**config.mk**
```make
export PLATFORM = sky130hd
export DESIGN_NAME = voice_sched
export DESIGN_NICKNAME = d
export VERILOG_FILES = /design/src/rtl/voice_sched.sv
export SDC_FILE = /design/constraint.sdc
export NUM_CORES = 1
export LEC_CHECK = 0
export BUFFER_PORTS_ARGS = -buffer_cell sky130_fd_sc_hd__buf_4
export CAP_MARGIN = 30
export CORE_MARGIN = 2
export CORE_UTILIZATION = 60
export DETAILED_ROUTE_END_ITERATION = 7
export MAX_ROUTING_LAYER = met4
export PLACE_DENSITY_LB_ADDON = 0.2
export SLEW_MARGIN = 20
export SYNTH_ARGS = -nofsm -noshare
export SYNTH_HDL_FRONTEND = slang
export SYNTH_SLANG_ARGS = --single-unit
export TNS_END_PERCENT = 30
```
**constraint.sdc**
```tcl
create_clock -name clk -period 8.6 [get_ports clk]
set_input_delay 1.72 -clock clk [delete_from_list [all_inputs] [get_ports clk]]
set_output_delay 1.72 -clock clk [all_outputs]
set_load 0.01 [all_outputs]
```
**src/rtl/voice_sched.sv**
```systemverilog
// Polyphonic voice scheduler: allocates voices to note events and time-multiplexes
// them through the shared accumulator/LUT datapath, summing the returned waveforms.
module voice_sched #(
    parameter int NUM_BITS     = 32,
    parameter int NUM_CHANNELS = 16,
    parameter int WIDTH        = 18,
    parameter int NOTE_BITS    = 7,
    parameter int LAT          = 2
) (
    input  logic                                     clk,
    input  logic                                     rst,
    input  logic                                     note_valid,
    output logic                                     note_ready,
    input  logic                                     note_on,
    input  logic [NOTE_BITS-1:0]                     note_num,
    input  logic [NUM_BITS-1:0]                      note_word,
    input  logic                                     sample_tick,
    output logic [NUM_CHANNELS-1:0]                  acc_en,
    output logic [NUM_CHANNELS-1:0]                  acc_clr,
    output logic [NUM_CHANNELS-1:0]                  curr_note,
    output logic [NUM_BITS-1:0]                      tuning_word,
    input  logic [WIDTH-1:0]                         wave_in,
    output logic [WIDTH+$clog2(NUM_CHANNELS)-1:0]    mix_out,
    output logic                                     mix_valid,
    output logic [NUM_CHANNELS-1:0]                  voices_busy,
    output logic                                     drop,
    output logic                                     overrun
);
    localparam int CH_W  = $clog2(NUM_CHANNELS);
    localparam int LAT_W = $clog2(LAT + 1);
    localparam int CNT_W = (CH_W > LAT_W) ? CH_W : LAT_W;
    localparam int MIX_W = WIDTH + CH_W;

    typedef enum logic [1:0] {IDLE, SCAN, DRAIN} state_t;
    state_t state, state_nxt;

    logic [CNT_W-1:0]     cnt;
    logic [CH_W-1:0]      ch_idx;
    logic                 last_scan, last_drain;
    logic [NUM_CHANNELS-1:0] busy;
    logic [NOTE_BITS-1:0] note_tab [NUM_CHANNELS];
    logic [NUM_BITS-1:0]  word_tab [NUM_CHANNELS];
    logic                 accept;
    logic                 match_hit, free_hit;
    logic [CH_W-1:0]      match_idx, free_idx;
    logic [LAT-1:0]       tag_pipe;
    logic                 scan_tag;
    logic signed [MIX_W-1:0] acc, wave_add;

    assign ch_idx      = cnt[CH_W-1:0];
    assign last_scan   = (cnt == CNT_W'(NUM_CHANNELS - 1));
    assign last_drain  = (cnt == CNT_W'(LAT - 1));
    assign note_ready  = (state == IDLE);
    assign accept      = note_valid && (state == IDLE);
    assign voices_busy = busy;
    assign scan_tag    = (state == SCAN) && busy[ch_idx];
    assign wave_add    = tag_pipe[LAT-1] ? {{CH_W{wave_in[WIDTH-1]}}, wave_in} : '0;

    always_ff @(posedge clk) begin
        if (rst) state <= IDLE;
        else     state <= state_nxt;
    end

    always_comb begin
        state_nxt = state;
        case (state)
            IDLE:    if (sample_tick) state_nxt = SCAN;
            SCAN:    if (last_scan)   state_nxt = DRAIN;
            DRAIN:   if (last_drain)  state_nxt = IDLE;
            default: state_nxt = IDLE;
        endcase
    end

    // One counter serves both the channel scan and the drain wait.
    always_ff @(posedge clk) begin
        if (rst || state == IDLE || state != state_nxt) cnt <= '0;
        else                                           cnt <= cnt + 1'b1;
    end

    always_comb begin
        match_hit = 1'b0;
        match_idx = '0;
        free_hit  = 1'b0;
        free_idx  = '0;
        for (int unsigned v = 0; v < NUM_CHANNELS; v++) begin
            if (!match_hit && busy[v] && note_tab[v] == note_num) begin
                match_hit = 1'b1;
                match_idx = CH_W'(v);
            end
            if (!free_hit && !busy[v]) begin
                free_hit = 1'b1;
                free_idx = CH_W'(v);
            end
        end
    end

    always_ff @(posedge clk) begin
        if (rst) begin
            busy    <= '0;
            acc_clr <= '0;
            drop    <= 1'b0;
            for (int unsigned v = 0; v < NUM_CHANNELS; v++) begin
                note_tab[v] <= '0;
                word_tab[v] <= '0;
            end
        end else begin
            acc_clr <= '0;
            drop    <= 1'b0;
            if (accept) begin
                if (note_on) begin
                    if (match_hit) begin
                        word_tab[match_idx] <= note_word;
                        acc_clr             <= NUM_CHANNELS'(1) << match_idx;
                    end else if (free_hit) begin
                        busy[free_idx]     <= 1'b1;
                        note_tab[free_idx] <= note_num;
                        word_tab[free_idx] <= note_word;
                        acc_clr            <= NUM_CHANNELS'(1) << free_idx;
                    end else begin
                        drop <= 1'b1;
                    end
                end else if (match_hit) begin
                    busy[match_idx] <= 1'b0;
                end
            end
        end
    end

    always_comb begin
        curr_note   = '0;
        acc_en      = '0;
        tuning_word = '0;
        if (state == SCAN) begin
            curr_note   = NUM_CHANNELS'(1) << ch_idx;
            acc_en      = busy[ch_idx] ? curr_note : '0;
            tuning_word = word_tab[ch_idx];
        end
    end

    // The busy tag travels alongside the datapath so each returning sample is
    // accepted only if its voice was active when it was selected.
    always_ff @(posedge clk) begin
        if (rst) begin
            tag_pipe  <= '0;
            acc       <= '0;
            mix_out   <= '0;
            mix_valid <= 1'b0;
            overrun   <= 1'b0;
        end else begin
            mix_valid <= 1'b0;
            overrun   <= sample_tick && (state != IDLE);
            tag_pipe  <= (tag_pipe << 1) | LAT'(scan_tag);
            if (state == IDLE && state_nxt == SCAN) acc <= '0;
            else                                    acc <= acc + wave_add;
            if (state == DRAIN && last_drain) begin
                mix_out   <= acc + wave_add;
                mix_valid <= 1'b1;
            end
        end
    end
endmodule

```
==> PnR_summary.wiki <==
{| class="wikitable"
! Metric !! Value
|-
| Post-layout net count || 2753
|-
| Overall die width || ~240 um
|-
| Antenna diodes || 0
|-
| TritonCTS clock tree || built
|-
| Asr flop ratio synth || 0
|-
| Std cell rows || 87
|-
| Worst reg2reg setup slack || roughly 3.3 ns
|-
| Worst hold-check path type || reg -> reg
|-
| Post_cts resized || 0
|-
| Clock buffer count from CTS || between 70 and 80
|-
| Setup Crit Path Kind || in -> reg
|-
| Instance count of the mapped netlist || 2605
|-
| Setup_tns || 0 ns
|-
| Core area || 56200 um2
|-
| Weighted congestion at the end of routability-driven global placement || around 0.91
|-
| Post-detailed-route wirelength per cell || roughly 26 um
|-
| Worst Tran Pin Value || around 1 ns
|-
| Leading area contributor after synthesis || sky130_fd_sc_hd__edfxtp_1
|-
| Overall track demand over capacity in global routing || 0.316
|-
| Top fanout value on the critical path || 78
|-
| First-pass DRT Iterations || 6
|-
| Area delta synth->final || 12.9%
|-
| Power density over the cells || about 200 nW/um2
|-
| WL final || 89.7 mm
|-
| Req. time, crit path || ~8.9 ns
|-
| Clk sinks || 711
|-
| Top post-synthesis cells by area || sky130_fd_sc_hd__edfxtp_1, sky130_fd_sc_hd__mux4_2, sky130_fd_sc_hd__nor3_1
|-
| Count of cell types in the netlist || 70
|-
| Vias after detailed routing || approximately 23k
|-
| Mean number of vias per cell || between 6 and 7
|-
| Share of synthesized cell area in full adder, half adder and majority cells || 0.0106
|-
| Syn Std Cell Area || between 30000 and 40000 um2
|-
| Clock latency at the later pin of the worst-skew pair || 0.62 ns
|-
| Number of synthesis warnings || 0
|-
| Startpoint Class || primary input
|-
| Buffers added on ports || 183
|-
| Largest voltage drop on the vdd net || around 180 uV
|-
| Final worst setup slack || 2.64 ns
|-
| Estimated wirelength of the detail-placed design || approximately 52 mm
|-
| GR Overflow Total || 0
|-
| Sequential area share after synthesis || 0.604
|-
| Flip-flop cell with the highest count after synthesis || sky130_fd_sc_hd__edfxtp_1
|-
| Maximum number of buffers from clock root to sink || 3
|-
| CTS H-Tree Depth || 3
|-
| Most common cell in the synthesized netlist || sky130_fd_sc_hd__edfxtp_1
|-
| Area of the die || 58400 um2
|-
| First-pass GRT wire length || 137 mm
|-
| Clock slew at reported path FFs || approximately 0.06 ns
|-
| Buffer cell driving the clock tree root || sky130_fd_sc_hd__clkbuf_16
|-
| Final-report setup violation count || 0
|-
| Post CTS Setup Buffer Count || 0
|-
| Fraction of layout instances using a drive strength above 1 || 0.217
|-
| Multiplexer share of the synthesized area || 0.107
|-
| Hold Violations, Final || 0
|-
| Peak clock frequency supported by timing || 0.168 GHz
|-
| Leak pwr || between 10 and 15 nW
|-
| FF+latch count, synth || between 700 and 800
|-
| Synthesized net count || 2695
|-
| Max-Cap Viols || 0
|-
| Number of top-level pins || between 150 and 200
|-
| Number of enable-type register cells in the synthesized netlist || around 620
|-
| Effective utilization at floorplan || 0.604
|-
| Hold buffer count at CTS || 0
|-
| Result of the run || completed
|-
| Fin crit period || 5.96 ns
|-
| Combinational family with the most area after synthesis || simple AND/OR/NAND/NOR gates
|-
| Area share of the leading cell type in the synthesized netlist || 0.553
|-
| Data arrival time of the critical path || ~6.2 ns
|-
| Synth cell count leaders || sky130_fd_sc_hd__edfxtp_1, sky130_fd_sc_hd__nor3_1, sky130_fd_sc_hd__clkbuf_1
|-
| Final worst-path cycle share || 0.693
|-
| Dpl ws || around 2.1 ns
|-
| Maximum number of pins on one net before global-route repair || 136
|-
| Die Y || 242 um
|-
| # DRC || 0
|-
| Worst Setup End Kind || flip-flop
|-
| XOR/XNOR Fraction of Synth Area || 0.0331
|-
| Post-synthesis share of cell area spent on and, or, nand and nor gates || 0.166
|-
| Unrepaired setup endpoints after global routing || no
|-
| Number of global-route vias before repair || 22.7k
|-
| Synthesized area per cell || ~13 um2
|-
| Routed Antenna Nets || 0
|-
| Max-slew violation count || 0
|-
| Worst Clk Skew || 0.0232 ns
|-
| Count of routing violations after the opening detailed-route iteration || roughly 2.6k
|-
| Synth Area in Compound Gates || 0.0362
|-
| Max_slew headroom || 0.328
|-
| Number of antenna violations at the first check in global routing || 0
|}
[flip-flops by register name, summed over array words and instances (netlist names)]
register,cells
word_tab,512
note_tab,112
acc,22
mix_out,22
acc_clr,16
voices_busy,16
ch_idx,4
state,2
tag_pipe,2
drop,1
mix_valid,1
overrun,1
[report_power, final]
part,internal (mW),switching [mW]
Combinational,0.175,0.293
Clock,1.78,1.32
Sequential,3.86,0.0452
[per-stage QoR]
stage | instances | instance area, um2 | util | power (mW) | hold slack (ns)
final | 3479 | 38300 | 0.682 | 7.47 | 0.447
after global routing | 3479 | 38300 | 0.682 | 7.69 | 0.479
after CTS | 3469 | 38200 | 0.680 | 7.51 | 0.450
after detailed placement | 3331 | 35800 | 0.638 | 4.44 | 0.436
after global placement | 3326 | 35700 | 0.636 | 4.42 | 0.419
after floorplan | 2605 | 33900 | - | 4.27 | 0.414
[path summary, 6_finish.rpt]
kind	depth (start not counted)	to	startpoint
min reg2reg	1	tag_pipe[1]	tag_pipe[0]
max	11	word_tab[4][2]	note_num[2]
max reg2reg	9	word_tab[7][3]	voices_busy[1]
min	1	tag_pipe[1]	tag_pipe[0]
[layout make-up]
cell class / count / area [um2]
flip-flops and latches: 711 / 20500
repair buffers: 254 / 2030
well taps: 756 / 946
fillers: 3922 / 17900
clock buffers: 109 / 2120
clock inverters: 29 / 209
inverters: 62 / 235
multi-input cells: 1558 / 12300
[layer usage]
layer | GRT usage | vias to the layer above | part of all wire
met4 | 0.107 | 0 | 0.027
met1 | 0.441 | 11400 | 0.40
met3 | 0.0549 | 164 | 0.098
met2 | 0.474 | 1303 | 0.47
li1 | - | 10000 | -
met5 | - | - | 0
[kinds of logic (layout without fill, tap and decap cells)]
kind of cell	Yosys count	in the layout
adders and majority gates	28	28
and+or+nand+nor	1014	1014
buffers and inverters	336	454
DFF	711	711
muxes	198	198
xor gates and xnor gates	128	128
AOI/OAI and AO/OA	190	190
[critical path: stages]
cell and delay [ns]:
sky130_fd_sc_hd__buf_4 0.38, sky130_fd_sc_hd__xor2_1 0.20, sky130_fd_sc_hd__nor4_1 0.09, sky130_fd_sc_hd__and4_1 0.23
sky130_fd_sc_hd__nor4_4 0.58, sky130_fd_sc_hd__nand3_4 0.24, sky130_fd_sc_hd__o32ai_1 0.86, sky130_fd_sc_hd__o2111ai_4 0.34
sky130_fd_sc_hd__buf_4 0.47, sky130_fd_sc_hd__o21ai_4 0.52, sky130_fd_sc_hd__buf_4 0.48
[cell usage in the layout, fill, tap and decap left out, drive strengths merged, types with 5 or more instances in the layout]
master,netlist,layout
clkbuf,190,112
nand3,26,26
clkinv,1,22
edfxtp,624,624
nor3,416,416
a31oi,5,5
nand4,40,40
a21oi,46,46
ha,27,27
xnor2,106,106
mux4,132,132
and4,5,5
nor2b,6,6
o21ai,34,34
mux2i,66,66
buf,84,251
or2,16,16
o21a,7,7
a211oi,8,8
xor2,22,22
a21o,10,10
dfxtp,87,87
nor2,111,111
or3,10,10
nand2,74,74
o31ai,6,6
nor4,145,145
and3,7,7
inv,61,66
o22ai,34,34
and2,144,144
(Power assumes the default switching activity.)
